--- src/rtl/alu_ctrl_pkg.sv ---
// alu_ctrl_pkg: opcodes, sequencer state encoding, step codes and step lookup
// shared by the ALU internal-mode sequencer and the step encoder.
package alu_ctrl_pkg;
  localparam logic [2:0] OP_NOP     = 3'd0;
  localparam logic [2:0] OP_MOV     = 3'd1;
  localparam logic [2:0] OP_INC     = 3'd2;
  localparam logic [2:0] OP_DEC     = 3'd3;
  localparam logic [2:0] OP_POSTINC = 3'd4;
  localparam logic [2:0] OP_POSTDEC = 3'd5;
  localparam logic [2:0] OP_PREDEC  = 3'd6;
  localparam logic [2:0] OP_ILLEGAL = 3'd7;
  typedef enum logic [1:0] {S_IDLE, S_STEP1, S_STEP2, S_FIN} state_t;
  typedef enum logic [2:0] {STEP_NONE, STEP_MOV, STEP_INC, STEP_DEC} step_t;
  // Step performed by an opcode while the sequencer sits in state s.
  function automatic step_t step_code(state_t s, logic [2:0] op);
    if (s == S_STEP1)
      return (op == OP_INC) ? STEP_INC :
             (op == OP_DEC || op == OP_PREDEC) ? STEP_DEC :
             (op == OP_MOV || op == OP_POSTINC || op == OP_POSTDEC) ? STEP_MOV : STEP_NONE;
    if (s == S_STEP2)
      return (op == OP_POSTINC) ? STEP_INC :
             (op == OP_POSTDEC) ? STEP_DEC :
             (op == OP_PREDEC) ? STEP_MOV : STEP_NONE;
    return STEP_NONE;
  endfunction
endpackage

--- src/rtl/alu_step_encode.sv ---
// alu_step_encode: maps a step code and address-mode bit to the active-low
// internal-mode strobes.
//   step           in  step code (STEP_NONE releases every strobe)
//   addr           in  address-calculation mode
//   mov_n, addr_mode_n, inc_dec_n, dec_n  out  active-low strobes
module alu_step_encode
  import alu_ctrl_pkg::*;
(
  input  step_t step,
  input  logic  addr,
  output logic  mov_n,
  output logic  addr_mode_n,
  output logic  inc_dec_n,
  output logic  dec_n
);
  always_comb begin
    mov_n       = step == STEP_NONE;
    addr_mode_n = step == STEP_NONE || !addr;
    inc_dec_n   = !(step == STEP_INC || step == STEP_DEC);
    dec_n       = step != STEP_DEC;
  end
endmodule

--- src/rtl/alu_internal_seq.sv ---
// alu_internal_seq: sequences ALU internal-mode strobes for single/two-step
// register-modify operations with HOLD stall and hold watchdog.
//   CLK, RST_N                       clock, async active-low reset
//   REQ_VALID/REQ_READY/REQ_OP/REQ_ADDR  request handshake, opcode, addr mode
//   HOLD                             stall; freezes the current step
//   INTERNAL_MOV_N, ADDRESS_MODE_N, INTERNAL_INC_DEC_N, INTERNAL_DEC_N
//                                    registered active-low strobes
//   DONE, ABORT                      one-cycle completion / abort pulses
// Build option: ALU_SEQ_ILLEGAL_TRAP_EN makes opcode 7 abort instead of
// completing as a NOP.
module alu_internal_seq
  import alu_ctrl_pkg::*;
#(
  parameter int OP_W       = 3,
  parameter int WAIT_LIMIT = 15,
  parameter int CNT_W      = 4
) (
  input  logic            CLK,
  input  logic            RST_N,
  input  logic            REQ_VALID,
  output logic            REQ_READY,
  input  logic [OP_W-1:0] REQ_OP,
  input  logic            REQ_ADDR,
  input  logic            HOLD,
  output logic            INTERNAL_MOV_N,
  output logic            ADDRESS_MODE_N,
  output logic            INTERNAL_INC_DEC_N,
  output logic            INTERNAL_DEC_N,
  output logic            DONE,
  output logic            ABORT
);
  state_t           state_q, state_d;
  logic [OP_W-1:0]  op_q, op_d;
  logic [CNT_W-1:0] cnt_q, cnt_d;
  logic             addr_q, addr_d, ready_q, accept, in_step, fire, trap, two_step;
  logic             mov_d, am_d, id_d, dec_d;
  step_t            step_d;
  // ready_q keeps REQ_READY low while reset is asserted and until the first clock after release.
  assign REQ_READY = ready_q && (state_q == S_IDLE || state_q == S_FIN);
  assign accept    = REQ_VALID && REQ_READY;
  assign in_step   = state_q == S_STEP1 || state_q == S_STEP2;
  assign fire      = in_step && HOLD && cnt_q == CNT_W'(WAIT_LIMIT);
  assign two_step  = op_q == OP_W'(OP_POSTINC) || op_q == OP_W'(OP_POSTDEC) || op_q == OP_W'(OP_PREDEC);
`ifdef ALU_SEQ_ILLEGAL_TRAP_EN
  assign trap = accept && REQ_OP == OP_W'(OP_ILLEGAL);
`else
  assign trap = 1'b0;
`endif
  always_comb begin
    state_d = state_q;
    cnt_d   = '0;
    op_d    = accept ? REQ_OP : op_q;
    addr_d  = accept ? REQ_ADDR : addr_q;
    if (!in_step)
      state_d = (!accept || trap) ? S_IDLE :
                (REQ_OP == OP_W'(OP_NOP) || REQ_OP == OP_W'(OP_ILLEGAL)) ? S_FIN : S_STEP1;
    else if (HOLD) begin
      state_d = fire ? S_IDLE : state_q;
      cnt_d   = fire ? '0 : cnt_q + CNT_W'(1);
    end else
      state_d = (state_q == S_STEP1 && two_step) ? S_STEP2 : S_FIN;
    step_d = step_code(state_d, op_d[2:0]);
  end
  // Strobes are encoded from the next state so the registered outputs line up with the state.
  alu_step_encode u_enc (
    .step        (step_d),
    .addr        (addr_d),
    .mov_n       (mov_d),
    .addr_mode_n (am_d),
    .inc_dec_n   (id_d),
    .dec_n       (dec_d)
  );
  always_ff @(posedge CLK or negedge RST_N) begin
    if (!RST_N) begin
      state_q            <= S_IDLE;
      op_q               <= '0;
      addr_q             <= 1'b0;
      cnt_q              <= '0;
      ready_q            <= 1'b0;
      INTERNAL_MOV_N     <= 1'b1;
      ADDRESS_MODE_N     <= 1'b1;
      INTERNAL_INC_DEC_N <= 1'b1;
      INTERNAL_DEC_N     <= 1'b1;
      DONE               <= 1'b0;
      ABORT              <= 1'b0;
    end else begin
      state_q            <= state_d;
      op_q               <= op_d;
      addr_q             <= addr_d;
      cnt_q              <= cnt_d;
      ready_q            <= 1'b1;
      INTERNAL_MOV_N     <= mov_d;
      ADDRESS_MODE_N     <= am_d;
      INTERNAL_INC_DEC_N <= id_d;
      INTERNAL_DEC_N     <= dec_d;
      DONE               <= state_d == S_FIN;
      ABORT              <= fire || trap;
    end
  end
endmodule

--- config.mk ---
export PLATFORM = sky130hd
export DESIGN_NAME = alu_internal_seq
export DESIGN_NICKNAME = d
export VERILOG_FILES = /design/src/rtl/alu_ctrl_pkg.sv /design/src/rtl/alu_step_encode.sv /design/src/rtl/alu_internal_seq.sv
export SDC_FILE = /design/constraint.sdc
export NUM_CORES = 1
export LEC_CHECK = 0
export BUFFER_PORTS_ARGS = -buffer_cell sky130_fd_sc_hd__buf_4
export CAP_MARGIN = 20
export CELL_PAD_IN_SITES_DETAIL_PLACEMENT = 1
export CELL_PAD_IN_SITES_GLOBAL_PLACEMENT = 1
export CORE_MARGIN = 2
export CORE_UTILIZATION = 37
export CTS_CLUSTER_DIAMETER = 50
export DETAILED_ROUTE_END_ITERATION = 10
export PLACE_DENSITY_LB_ADDON = 0.1
export SLEW_MARGIN = 40
export SYNTH_ARGS = -nofsm -noshare
export SYNTH_HDL_FRONTEND = slang
export SYNTH_SLANG_ARGS = --single-unit
--- constraint.sdc ---
create_clock -name CLK -period 1.6 [get_ports CLK]
set_input_delay 0.08 -clock CLK [delete_from_list [all_inputs] [get_ports CLK]]
set_output_delay 0.08 -clock CLK [all_outputs]
set_load 0.05 [all_outputs]
==> metrics.yaml, run 1 <==
die_x_um: 52.0
wl_mm: 2.18
cp_max_fo: 5
die_h_um: 52.0
drt-pass1-iter-count: 3
diodes: 0
synth_top_area_share_pct: 38.2
worstPathArrival_ns: 1.77
cap_violations: 0
core.rowCount: 17
clk_path_buf_depth: 2
end_kind: "flip-flop"
portBuffers: 14
areaGrowthSynthToFinish_pct: 34.4
min_period_over_period_pct: 97.5
status: "finished, final reports clean"
vias: 695
grt_pass1_vias: 731
htreeDepth: 1
synth_largest_area_cell: "dfrtp_1"
synth_edf_count: 0
clock_latency_ns: 0.30
cts_tree: "yes"
synthCells: 84
syn-num-nets: 94
async_reset_ff_share_pct: 100
start_util_pct: 38.9
fin_crit_ns: 1.56
boundaryPins: 15
ys.flop_type: "dfrtp_1"
wl_per_cell_um: 16.2
dp_hpwl_mm: 1.48
grt_pass1_wl_mm: 3.48
layout_commonest_cell: "buf_4"
skew_ns: 0.00505
synth_area_sq_um: 852
layout_common_cells: "buf_4, nand2_1, dfrtp_1"
yosys_register_bits: 17
whs_ns: 0.0111
filler_cell_count: 242
core_area_sq_um: 2190
grt_overflow_total: 0
yosysWarnings: 0
hold_class: "input port to flip-flop"
drive_gt1_share_pct: 39.3
dieArea_sq_um: 2700
seq_area_frac_synth_pct: 50.5
cts_buffers: 3
synthTopCellsByArea: "dfrtp_1, dfstp_2, nand2_1"
drt_iter0_markers: 5
required_ns: 1.81
startpoint_type: "flip-flop"
cts_sinks: 17
clockRootBuffer: "clkbuf_4"
avgSynthCellArea_sq_um: 10.1
fmax_mhz: 641
final-max-slew-violation-count: 0
synth_cell_type_count: 36
grtUsageTotal_pct: 18.3
max-vdd-ir-drop_mv: 0.906
power.density_nw_per_um2: 1930
p_leak_nw: 0.519
drc: 0
place_congestion: 0.776
grt_max_degree: 18
report.final.hold_viol_count: 0
path_clk_slew_ns: 0.11
nets: 118
antenna_found_initial: 0
vias_per_cell: 5.15
drtAntennaViolNets: 0
finalSetupViolCount: 0
final_util_pct: 52.3
worst-setup-path-type: "flip-flop to flip-flop"
==> report_power, final <==
| part | switching [mW] | total [mW] | internal (mW) |
|---|---|---|---|
| clock | 0.148 | 0.241 | 0.0933 |
| combinational | 0.699 | 1.25 | 0.554 |
| sequential | 0.135 | 0.716 | 0.581 |
==> layer usage <==
| metal | global-route usage, % | vias to the layer above | routed length [um] |
|---|---|---|---|
| met5 | 0 | - | 0 |
| li1 | - | 339 | - |
| met1 | 23.8 | 337 | 1020 |
| met3 | 2.87 | 5 | 77 |
| met2 | 29.3 | 14 | 1040 |
| met4 | 9.21 | 0 | 39 |
==> synthesized netlist by cell type, drive strengths merged, types with 2 or more instances <==
library cell,n
nor2,7
a21o,2
nand2b,2
nor4b,2
nand3,5
dfrtp,13
dfstp,4
ha,2
and2,3
and3,2
or3,2
a22oi,2
a311oi,2
xnor2,2
nand2,17
==> worst max-delay path, stage by stage (launching register included) <==
cell and delay [ns]:
dfrtp_1 0.45, ha_4 0.19, nand3_1 0.12, and3_4 0.24
and2_1 0.19, o311ai_2 0.26
==> cell families after synthesis <==
logic type / after synthesis / synth area share [%]
fa+ha+maj: 2 / 2.94
simple gates: 44 / 27.0
flops: 17 / 50.5
buf+inv: 3 / 1.47
xor+xnor: 3 / 3.08
compound gates: 13 / 13.4
mux: 1 / 1.17
other cells: 1 / 0.440
==> per-stage QoR <==
stage	TNS, ns	setup WS (ns)	cell area [sq um]	std cells	total power, mW
final	0	0.0404	1140	135	2.21
after global routing	-0.0141	-0.0117	1140	135	2.35
after CTS	0	0.0101	1130	135	2.17
after detailed placement	-0.217	-0.0952	1030	130	1.75
after global placement	-0.0119	-0.0119	1030	130	1.71
after floorplan	0	0.0183	858	84	1.40
==> final timing paths <==
check | endpoint | start | slack, ns | depth (start not counted)
max in group asynchronous | INTERNAL_DEC_N | RST_N | 1.18 | 2
worst min-delay path | op_q[1] | REQ_OP[1] | 0.01 | 3
min in group asynchronous | cnt_q[2] | RST_N | 0.17 | 2
worst max-delay path | ADDRESS_MODE_N | cnt_q[1] | 0.04 | 5
worst min register to register | addr_q | addr_q | 0.53 | 2
worst max register to register | ADDRESS_MODE_N | cnt_q[1] | 0.04 | 5
==> flip-flops by register name (all words and copies together), names as in the netlist <==
signal,cells
ready_q,1
ADDRESS_MODE_N,1
DONE,1
INTERNAL_DEC_N,1
INTERNAL_MOV_N,1
cnt_q,4
op_q,3
addr_q,1
state_q,2
INTERNAL_INC_DEC_N,1
ABORT,1
==> layout make-up <==
class | instances | area (sq um) | share of cell area (%)
multi-input combinational | 64 | 487 | 42.5
sequential | 17 | 432 | 37.7
timing repair buffer | 21 | 160 | 14.0
tap | 28 | 35.0 | 3.06
clock buffer | 3 | 22.5 | 1.97
clock inverter | 1 | 5.00 | 0.437
inverter | 1 | 3.75 | 0.328
==> repair_timing <==
| item | in CTS | in global routing |
|---|---|---|
| buffers inserted | 0 | 0 |
| resized for setup | 10 | 4 |
| hold buffers | 1 | 0 |
| endpoints found under the setup margin | 6 | 4 |
| endpoints found under the hold margin | 17 | 0 |
| pin swaps | 4 | 4 |
No activity file was read; power rests on OpenSTA's default activity.
==> run 2, diff against run 1 <==
- SKIP_LAST_GASP: not set -> 1
- clock period: 1.6 -> 1.4 ns (I/O delays scaled with it)
==> metrics.yaml, run 2 (synthesis results as in run 1) <==
areaGrowthSynthToFinish_pct: 47.9
whs_ns: -0.00628
grt_max_degree: 18
rrSetupSlack_ns: -0.19
worst-setup-path-type: "flip-flop to flip-flop"
end_kind: "flip-flop"
boundaryPins: 15
die_x_um: 52.0
top_register: "cnt_q"
drt-pass1-iter-count: 4
status: "finished, violations left"
dp_hpwl_mm: 1.54
skew_ns: 0.0143
p_comb_share_pct: 62.0
cts_buffers: 3
rsz0062_at_grt: "yes"
cts_sinks: 17
drc: 0
grtUsageTotal_pct: 17.9
p_leak_nw: 0.592
max-vdd-ir-drop_mv: 1.82
grt_pass1_wl_mm: 3.48
internal-power_mw: 1.58
reg_top3: "cnt_q: 4 flops, op_q: 3 flops, state_q: 2 flops"
antenna_found_initial: 0
hp-start: "REQ_ADDR"
vias_per_cell: 5.17
violations: "hold timing, setup timing"
fin_ws_ns: -0.189
place_congestion: 0.780
grt_overflow_total: 0
filler_cell_count: 259
wl_mm: 2.39
start_util_pct: 38.9
stdcell_count: 149
final_util_pct: 57.5
diodes: 0
largest_reg_flops: 4
fin_crit_ns: 1.59
wl_per_cell_um: 16.0
cp_max_fo: 8
hold_class: "input port to flip-flop"
timing.rr.end: "INTERNAL_INC_DEC_N"
grt_pass1_vias: 784
core_area_sq_um: 2190
drt_iter0_markers: 7
power_mw: 2.79
cts_tree: "yes"
die_h_um: 52.0
fin_area_sq_um: 1260
path_clk_slew_ns: 0.12
hold_path_end: "addr_q"
pwr-share-seq_pct: 27.7
holdPathStages: 3
power.density_nw_per_um2: 2210
switching_power_mw: 1.20
clockPowerShare_pct: 10.3
core.rowCount: 17
required_ns: 1.64
nets: 132
dpl_cell_area_sq_um: 1130
clock_latency_ns: 0.31
cap_violations: 0
dieArea_sq_um: 2700
vias: 771
htreeDepth: 1
drive_gt1_share_pct: 45.5
startpoint_type: "flip-flop"
layout_commonest_cell: "buf_4"
layout_common_cells: "buf_4, nand2_1, dfrtp_1"
worstPathArrival_ns: 1.83
report.final.hold_viol_count: 1
switching_share_pct: 43.2
drtAntennaViolNets: 0
reg2reg_from: "state_q[0]"
finalSetupViolCount: 7
clockRootBuffer: "clkbuf_4"
min_period_over_period_pct: 114
placed_cells: 138
portBuffers: 14
fmax_mhz: 629
clk_path_buf_depth: 2
final-max-slew-violation-count: 0
r2r_cells: 5
[run 2: worst max-delay path by stage]
| stage | to | startpoint | depth (start not counted) |
|---|---|---|---|
| global route | INTERNAL_DEC_N | state_q[0] | 5 |
| detailed placement | INTERNAL_INC_DEC_N | state_q[0] | 5 |
| finish | INTERNAL_INC_DEC_N | state_q[0] | 5 |
| global placement | INTERNAL_INC_DEC_N | state_q[0] | 5 |
| CTS | INTERNAL_INC_DEC_N | state_q[0] | 5 |
| floorplan | INTERNAL_INC_DEC_N | state_q[0] | 6 |
[run 2: area by class of cell]
cell class	count	area (sq um)	share of cell area [%]
well taps	28	35.0	2.78
multi-input cells	64	493	39.1
flip-flops and latches	17	430	34.2
clock buffers	4	26.3	2.09
repair buffers	35	272	21.5
inverters	1	3.75	0.298
[run 2: timing repair]
action / in CTS / in global routing
pin swaps: 2 / 6
hold endpoints to repair: 18 / 0
cloned: 0 / 0
buffers inserted: 2 / 3
resized for setup: 6 / 5
hold buffers: 2 / 0
endpoints found under the setup margin: 9 / 9
[run 2: per-layer routing]
| layer | vias up | global-route usage [%] | part of all wire [%] |
|---|---|---|---|
| met3 | 6 | 2.59 | 4.0 |
| met4 | 0 | 10.5 | 2.4 |
| met5 | - | 0 | 0 |
| met1 | 374 | 21.6 | 43 |
| li1 | 368 | - | - |
| met2 | 23 | 30.2 | 51 |
[run 2: power groups by stage]
stage | Sequential, mW | Clock [mW] | Combinational, mW
floorplan | 0.938 | 0 | 0.813
global placement | 0.767 | 0 | 1.39
detailed placement | 0.775 | 0 | 1.43
CTS | 0.763 | 0.291 | 1.53
global route | 0.784 | 0.318 | 1.86
finish | 0.771 | 0.287 | 1.73
[run 2: critical path, cell delays in order (launching register included)]
cell      delay [ns]
dfrtp_1         0.43
ha_4            0.31
a311oi_4        0.37
buf_4           0.20
nor4b_4         0.05
a22oi_1         0.17
[run 2: through the flow]
step	worst slack, ns	setup TNS, ns
2_1_floorplan	-0.0105	-0.0105
5_1_grt	-0.258	-1.43
4_1_cts	-0.121	-0.491
3_5_place_dp	-0.200	-1.07
3_3_place_gp	-0.119	-0.473
6_report	-0.189	-0.889
